[src/rtl/wb_regfile_pkg.sv]
// Shared constants and types for the MIPS write-back stage and register file.
package wb_regfile_pkg;

   localparam int WIDTH_DEF = 32;   // architectural data word width
   localparam int NREG_DEF  = 32;   // number of architectural registers
   localparam int AW_DEF    = 5;    // register address width, log2(NREG_DEF)
   localparam int CNT_W     = 32;   // commit counter width

   localparam logic [AW_DEF-1:0] REG_ZERO = 5'd0;   // hard-wired zero register

   // Write-back bundle as delivered by the MEM/WB pipeline register.
   typedef struct packed {
      logic                 regwrite;
      logic                 memtoreg;
      logic [WIDTH_DEF-1:0] aluout;
      logic [WIDTH_DEF-1:0] readdata;
      logic [AW_DEF-1:0]    regaddr;
   } wb_bundle_t;

   // Write-back result source.
   typedef enum logic {
      SRC_ALU = 1'b0,
      SRC_MEM = 1'b1
   } wb_src_e;

endpackage

[src/rtl/wb_regfile_2r1w.sv]
// Register storage: async clear, one write port, two read ports with
// write-through bypass, and one raw (unbypassed) debug read port.
module regfile_2r1w
   import wb_regfile_pkg::*;
#(
   parameter int WIDTH = WIDTH_DEF,
   parameter int NREG  = NREG_DEF,
   parameter int AW    = AW_DEF
) (
   input  logic             clk,
   input  logic             rst,        // asynchronous, active-low
   input  logic             i_we,       // already qualified: never set for $0
   input  logic [AW-1:0]    i_waddr,
   input  logic [WIDTH-1:0] i_wdata,
   input  logic [AW-1:0]    i_raddr_a,
   input  logic [AW-1:0]    i_raddr_b,
   input  logic [AW-1:0]    i_raddr_dbg,
   output logic [WIDTH-1:0] o_rdata_a,
   output logic [WIDTH-1:0] o_rdata_b,
   output logic [WIDTH-1:0] o_rdata_dbg
);

   logic [WIDTH-1:0] r_mem [NREG];
   logic             w_hit_a;
   logic             w_hit_b;

   // Storage array: cleared asynchronously, committed one edge after the write is presented.
   always_ff @(posedge clk or negedge rst) begin
      if (!rst) begin
         for (int i = 0; i < NREG; i++) begin
            r_mem[i] <= '0;
         end
      end else if (i_we && (i_waddr != '0)) begin
         r_mem[i_waddr] <= i_wdata;
      end
   end

   // Bypass hits: the register being written this cycle is also being read.
   always_comb begin
      w_hit_a = i_we && (i_raddr_a == i_waddr);
      w_hit_b = i_we && (i_raddr_b == i_waddr);
   end

   // Read ports: $0 forced to zero, then bypass, then stored value.
   always_comb begin
      o_rdata_a = r_mem[i_raddr_a];
      o_rdata_b = r_mem[i_raddr_b];
      if (i_raddr_a == '0) begin
         o_rdata_a = '0;
      end else if (w_hit_a) begin
         o_rdata_a = i_wdata;
      end
      if (i_raddr_b == '0) begin
         o_rdata_b = '0;
      end else if (w_hit_b) begin
         o_rdata_b = i_wdata;
      end
   end

   // Debug port shows committed state only, so a testbench sees exactly what was stored.
   always_comb begin
      o_rdata_dbg = r_mem[i_raddr_dbg];
      if (i_raddr_dbg == '0) begin
         o_rdata_dbg = '0;
      end
   end

endmodule

[src/rtl/wb_regfile.sv]
// MIPS write-back stage: selects the WB result, commits it to the register
// file, exports it for EX forwarding and counts register-write cycles.
module wb_regfile
   import wb_regfile_pkg::*;
#(
   parameter int WIDTH = WIDTH_DEF,
   parameter int NREG  = NREG_DEF,
   parameter int AW    = AW_DEF
) (
   input  logic             clk,
   input  logic             rst,          // asynchronous, active-low
   input  logic             regwrite_wb,
   input  logic             memtoreg_wb,
   input  logic [WIDTH-1:0] aluout_wb,
   input  logic [WIDTH-1:0] readdata_wb,
   input  logic [AW-1:0]    regaddr_wb,
   input  logic [AW-1:0]    rs_addr_id,
   input  logic [AW-1:0]    rt_addr_id,
   output logic [WIDTH-1:0] rs_data_id,
   output logic [WIDTH-1:0] rt_data_id,
   output logic [WIDTH-1:0] wb_result,
   output logic             wb_valid,
   input  logic [AW-1:0]    dbg_addr,
   output logic [WIDTH-1:0] dbg_data,
   output logic [CNT_W-1:0] commit_cnt
);

   wb_src_e          w_src;
   logic [WIDTH-1:0] w_result;
   logic             w_valid;
   logic [CNT_W-1:0] r_commit_cnt;

   // Result select and forwarding qualifier; a write to $0 is never a valid forward.
   always_comb begin
      w_src    = memtoreg_wb ? SRC_MEM : SRC_ALU;
      w_result = (w_src == SRC_MEM) ? readdata_wb : aluout_wb;
      w_valid  = regwrite_wb && (regaddr_wb != '0);
   end

   regfile_2r1w #(
      .WIDTH (WIDTH),
      .NREG  (NREG),
      .AW    (AW)
   ) u_rf (
      .clk         (clk),
      .rst         (rst),
      .i_we        (w_valid),
      .i_waddr     (regaddr_wb),
      .i_wdata     (w_result),
      .i_raddr_a   (rs_addr_id),
      .i_raddr_b   (rt_addr_id),
      .i_raddr_dbg (dbg_addr),
      .o_rdata_a   (rs_data_id),
      .o_rdata_b   (rt_data_id),
      .o_rdata_dbg (dbg_data)
   );

   // Commit counter: every regwrite cycle counts, including dropped writes to $0; wraps silently.
   always_ff @(posedge clk or negedge rst) begin
      if (!rst) begin
         r_commit_cnt <= '0;
      end else if (regwrite_wb) begin
         r_commit_cnt <= r_commit_cnt + 1'b1;
      end
   end

   // Output drive.
   always_comb begin
      wb_result  = w_result;
      wb_valid   = w_valid;
      commit_cnt = r_commit_cnt;
   end

endmodule

[config.mk]
export PLATFORM = sky130hd
export DESIGN_NAME = wb_regfile
export DESIGN_NICKNAME = d
export VERILOG_FILES = /design/src/rtl/wb_regfile_pkg.sv /design/src/rtl/wb_regfile_2r1w.sv /design/src/rtl/wb_regfile.sv
export SDC_FILE = /design/constraint.sdc
export NUM_CORES = 2
export LEC_CHECK = 0
export CORE_UTILIZATION = 58
export CTS_BUF_LIST = sky130_fd_sc_hd__clkbuf_8
export DETAILED_ROUTE_END_ITERATION = 8
export DONT_BUFFER_PORTS = 1
export PLACE_DENSITY = 0.8
export SLEW_MARGIN = 25
export SYNTH_ARGS = -nofsm -noshare
export SYNTH_HDL_FRONTEND = slang
export SYNTH_SLANG_ARGS = --single-unit
[constraint.sdc]
create_clock -name clk -period 4.22 [get_ports clk]
set_clock_uncertainty 0.2 [all_clocks]
set_input_delay 0.844 -clock clk [delete_from_list [all_inputs] [get_ports clk]]
set_output_delay 0.844 -clock clk [all_outputs]
set_load 0.02 [all_outputs]
==> results.py <==
metrics = {
    "floorplanning": {
        "num_rows": 121,
        "initial_core_util_pct": 58.48,
        "die_w_um": 333.3,
        "die-area_um2": 111100,
        "num_io_pins": 249,
        "core_area_um2": 108900,
        "die_h_um": 333.3,
    },
    "route": {
        "vias": 51719,
        "via_per_inst": 7.585,
        "drc": 4,
        "ant_nets": 0,
        "dr.pass1.iters": 9,
        "wirelength_um": 222500,
        "drt_iter0_drc": 8774,
        "detail_route.wl_per_cell_um": 32.63,
    },
    "final_layout": {
        "drive_gt1_share_pct": 24.86,
        "final_core_utilization_pct": 63.34,
        "multi_input_area_um2": 34800,
        "nets": 5364,
        "register_area_um2": 26430,
        "area_growth_syn_to_layout_pct": 8.321,
        "fillers": 7590,
    },
    "critical_path": {
        "rr_worst_depth": 5,
        "startpoint": "rs_addr_id[0]",
        "cp.buffers_inverters": 1,
        "path_delay_family": "multiplexers",
        "path_class": "input port to primary output",
        "cp_common_cell": "mux4_2",
        "critical_path_arrival_ps": 3460,
        "crit_chain": "mux4_2, mux4_2, o22ai_1, a211oi_2, buf_4",
        "crit_path_start_kind": "input port",
        "critPathMaxStageDelay_ps": 880,
        "worst-path-max-fanout": 302,
        "timing.rr.start": "commit_cnt[3]$_DFFE_PN0P_",
        "endpoint_kind": "primary output",
        "r2r_setup_slack_ps": 1660,
        "crit_required_ps": 3180,
        "cp_slowest_cell": "mux4_2",
        "worstReg2RegEnd": "commit_cnt[25]$_DFFE_PN0P_",
    },
    "placement": {
        "hpwl_um": 122000,
        "numPortBuffers": 0,
        "gp_congestion": 0.9353,
    },
    "timing": {
        "hold_viol": 0,
        "holdWs_ps": 44.52,
        "period_minus_slack_ps": 4508,
        "worst_slack_ps": -288.3,
        "setup_viol": 25,
        "max_slew_margin_pct": 15.07,
        "max_freq_mhz": 221.8,
        "min_period_over_period_pct": 106.8,
        "slew_violations": 0,
        "worst_pin_slew_ps": 1274,
        "grt_setup_unrepaired": "true",
    },
    "logic_synthesis": {
        "yosys-top-cells-area": "dfrtp_1 42%, mux4_2 27%, mux2i_1 5.6%",
        "ys_ff_latch": 1056,
        "synthArstFlopShare_pct": 100.0,
        "seq_area_frac_synth_pct": 41.51,
        "synth_most_common_cell": "dfrtp_1",
        "synth.largest_area_cell": "dfrtp_1",
        "syn_area_um2": 63650,
        "synth_nets": 5569,
        "synth_top_area_share_pct": 41.51,
        "syn_avg_cell_area_um2": 11.62,
        "synth_edf_count": 0,
        "synth-main-ff-cell": "dfrtp_1",
        "synth_cell_type_count": 68,
        "synthCells": 5480,
        "synth.top_cells.by_count": "1056 x dfrtp_1, 760 x mux4_2, 688 x nand2_1",
        "ys_warn_count": 0,
    },
    "min_path": {
        "hold_path_end": "u_rf.r_mem[573]$_DFFE_PN0P_",
        "min_from": "aluout_wb[29]",
        "holdCritPathClass": "input port to flip-flop",
        "hold_depth": 2,
    },
    "clock_tree": {
        "root_buffer": "clkbuf_8",
        "cts_made_buffers": 175,
        "cts_tree": "done",
        "clock-sinks": 1056,
        "cts_max_level": 4,
        "cts.clk_slew.worst_paths_ps": 60,
        "clock_latency_ps": 880,
        "cts.path.max_buffers": 3,
    },
    "power": {
        "p_per_area_nw_per_um2": 467.4,
        "ir_worst_vdd_uv": 292.6,
        "power_leakage_uw": 0.02897,
    },
    "run_status": {
        "status": "finished, violations left",
        "violations": "DRC, setup timing",
    },
    "global_routing": {
        "grt.total_usage_pct": 40.37,
        "overflow": 0,
        "antenna_found_initial": 5,
        "grt_pass1_vias": 51238,
        "grt_first_pass_wirelength_um": 328300,
        "grt_start_max_net_pins": 1057,
    },
    "run": {
        "drv_cap": 0,
    },
}
flip-flops by register name (all words and copies together), names as in the netlist:
name,flops
u_rf.r_mem,1024
commit_cnt,32
routing by layer:
metal,track usage (%),wire [um],vias up
met4,28.88,18200,2
li1,-,-,20204
met2,55.11,93570,5004
met5,0,19,-
met3,18.15,39170,1170
met1,51.08,71580,25339
power breakdown:
part,switching (uW),internal (uW)
logic,3950,4650
registers,2210,12200
clock network,4430,4770
total,10600,21600
placed cells by master (no fill, tap or decap), drive strengths merged, types with 33 or more instances in the layout:
master  netlist  layout
mux4        771     771
a21oi       431     431
dfrtp      1056    1056
xnor2        33      33
nand2       688     688
mux2i       357     357
nand3        33      33
inv          38     103
o21ai       633     633
o22ai        41      41
clkbuf      406     212
a221oi       85      85
nor2        463     463
buf         206     226
timing repair:
action | CTS | global route
hold buffers | 3 | 1
gates resized for setup | 0 | 8
setup buffers | 3 | 0
endpoints found under the hold margin | 1062 | 155
pin swaps | 1 | 0
setup endpoints to repair | 1 | 18
metrics by stage:
stage | instance area, um2 | total power, uW | cells | TNS [ps] | setup WS (ps)
final | 68950 | 32230 | 6819 | -2903 | -288.3
after global routing | 68940 | 33380 | 6817 | -8.820 | -8.820
after CTS | 68660 | 31590 | 6808 | 0 | 75.64
after detailed placement | 65160 | 22550 | 6498 | 0 | 44.05
after global placement | 65140 | 22010 | 6498 | 0 | 42.62
after floorplan | 63650 | 20400 | 5480 | 0 | 358.9
cell type report:
class                      instances  share of cell area [%]
inverter                          41                  0.2286
clock buffer                     212                   4.232
antenna                            3                 0.01089
multi-input combinational       3771                   50.48
sequential                      1056                   38.33
timing repair buffer             230                   3.395
clock inverter                    92                  0.7640
tap                             1414                   2.566
cell families (layout without fill, tap and decap cells):
kind of cell / Yosys count / after routing / share of synthesized area (%)
AOI/OAI and AO/OA: 1326 / 1326 / 11.89
other: 0 / 3 / 0
and+or+nand+nor: 1270 / 1270 / 7.951
muxes: 1133 / 1133 / 33.05
DFF: 1056 / 1056 / 41.51
xor gates and xnor gates: 41 / 41 / 0.5759
adders and majority gates: 1 / 1 / 0.01965
buffers and inverters: 653 / 575 / 5.003
worst register-to-register path: stages, from the launching register on:
cell,delay [ps]
dfrtp_1,550
and4_1,350
nand4_1,240
nor4_1,690
and4_1,310
xor2_1,140
worst max path at each step:
stage | to | slack (ps) | cells past startpoint
3_3_place_gp | rt_data_id[21] | 40 | 5
2_1_floorplan | rt_data_id[14] | 360 | 8
5_1_grt | rt_data_id[25] | -9 | 9
3_5_place_dp | rt_data_id[2] | 40 | 5
4_1_cts | rt_data_id[30] | 80 | 6
6_report | rs_data_id[21] | -290 | 5
(Power assumes the default switching activity.)
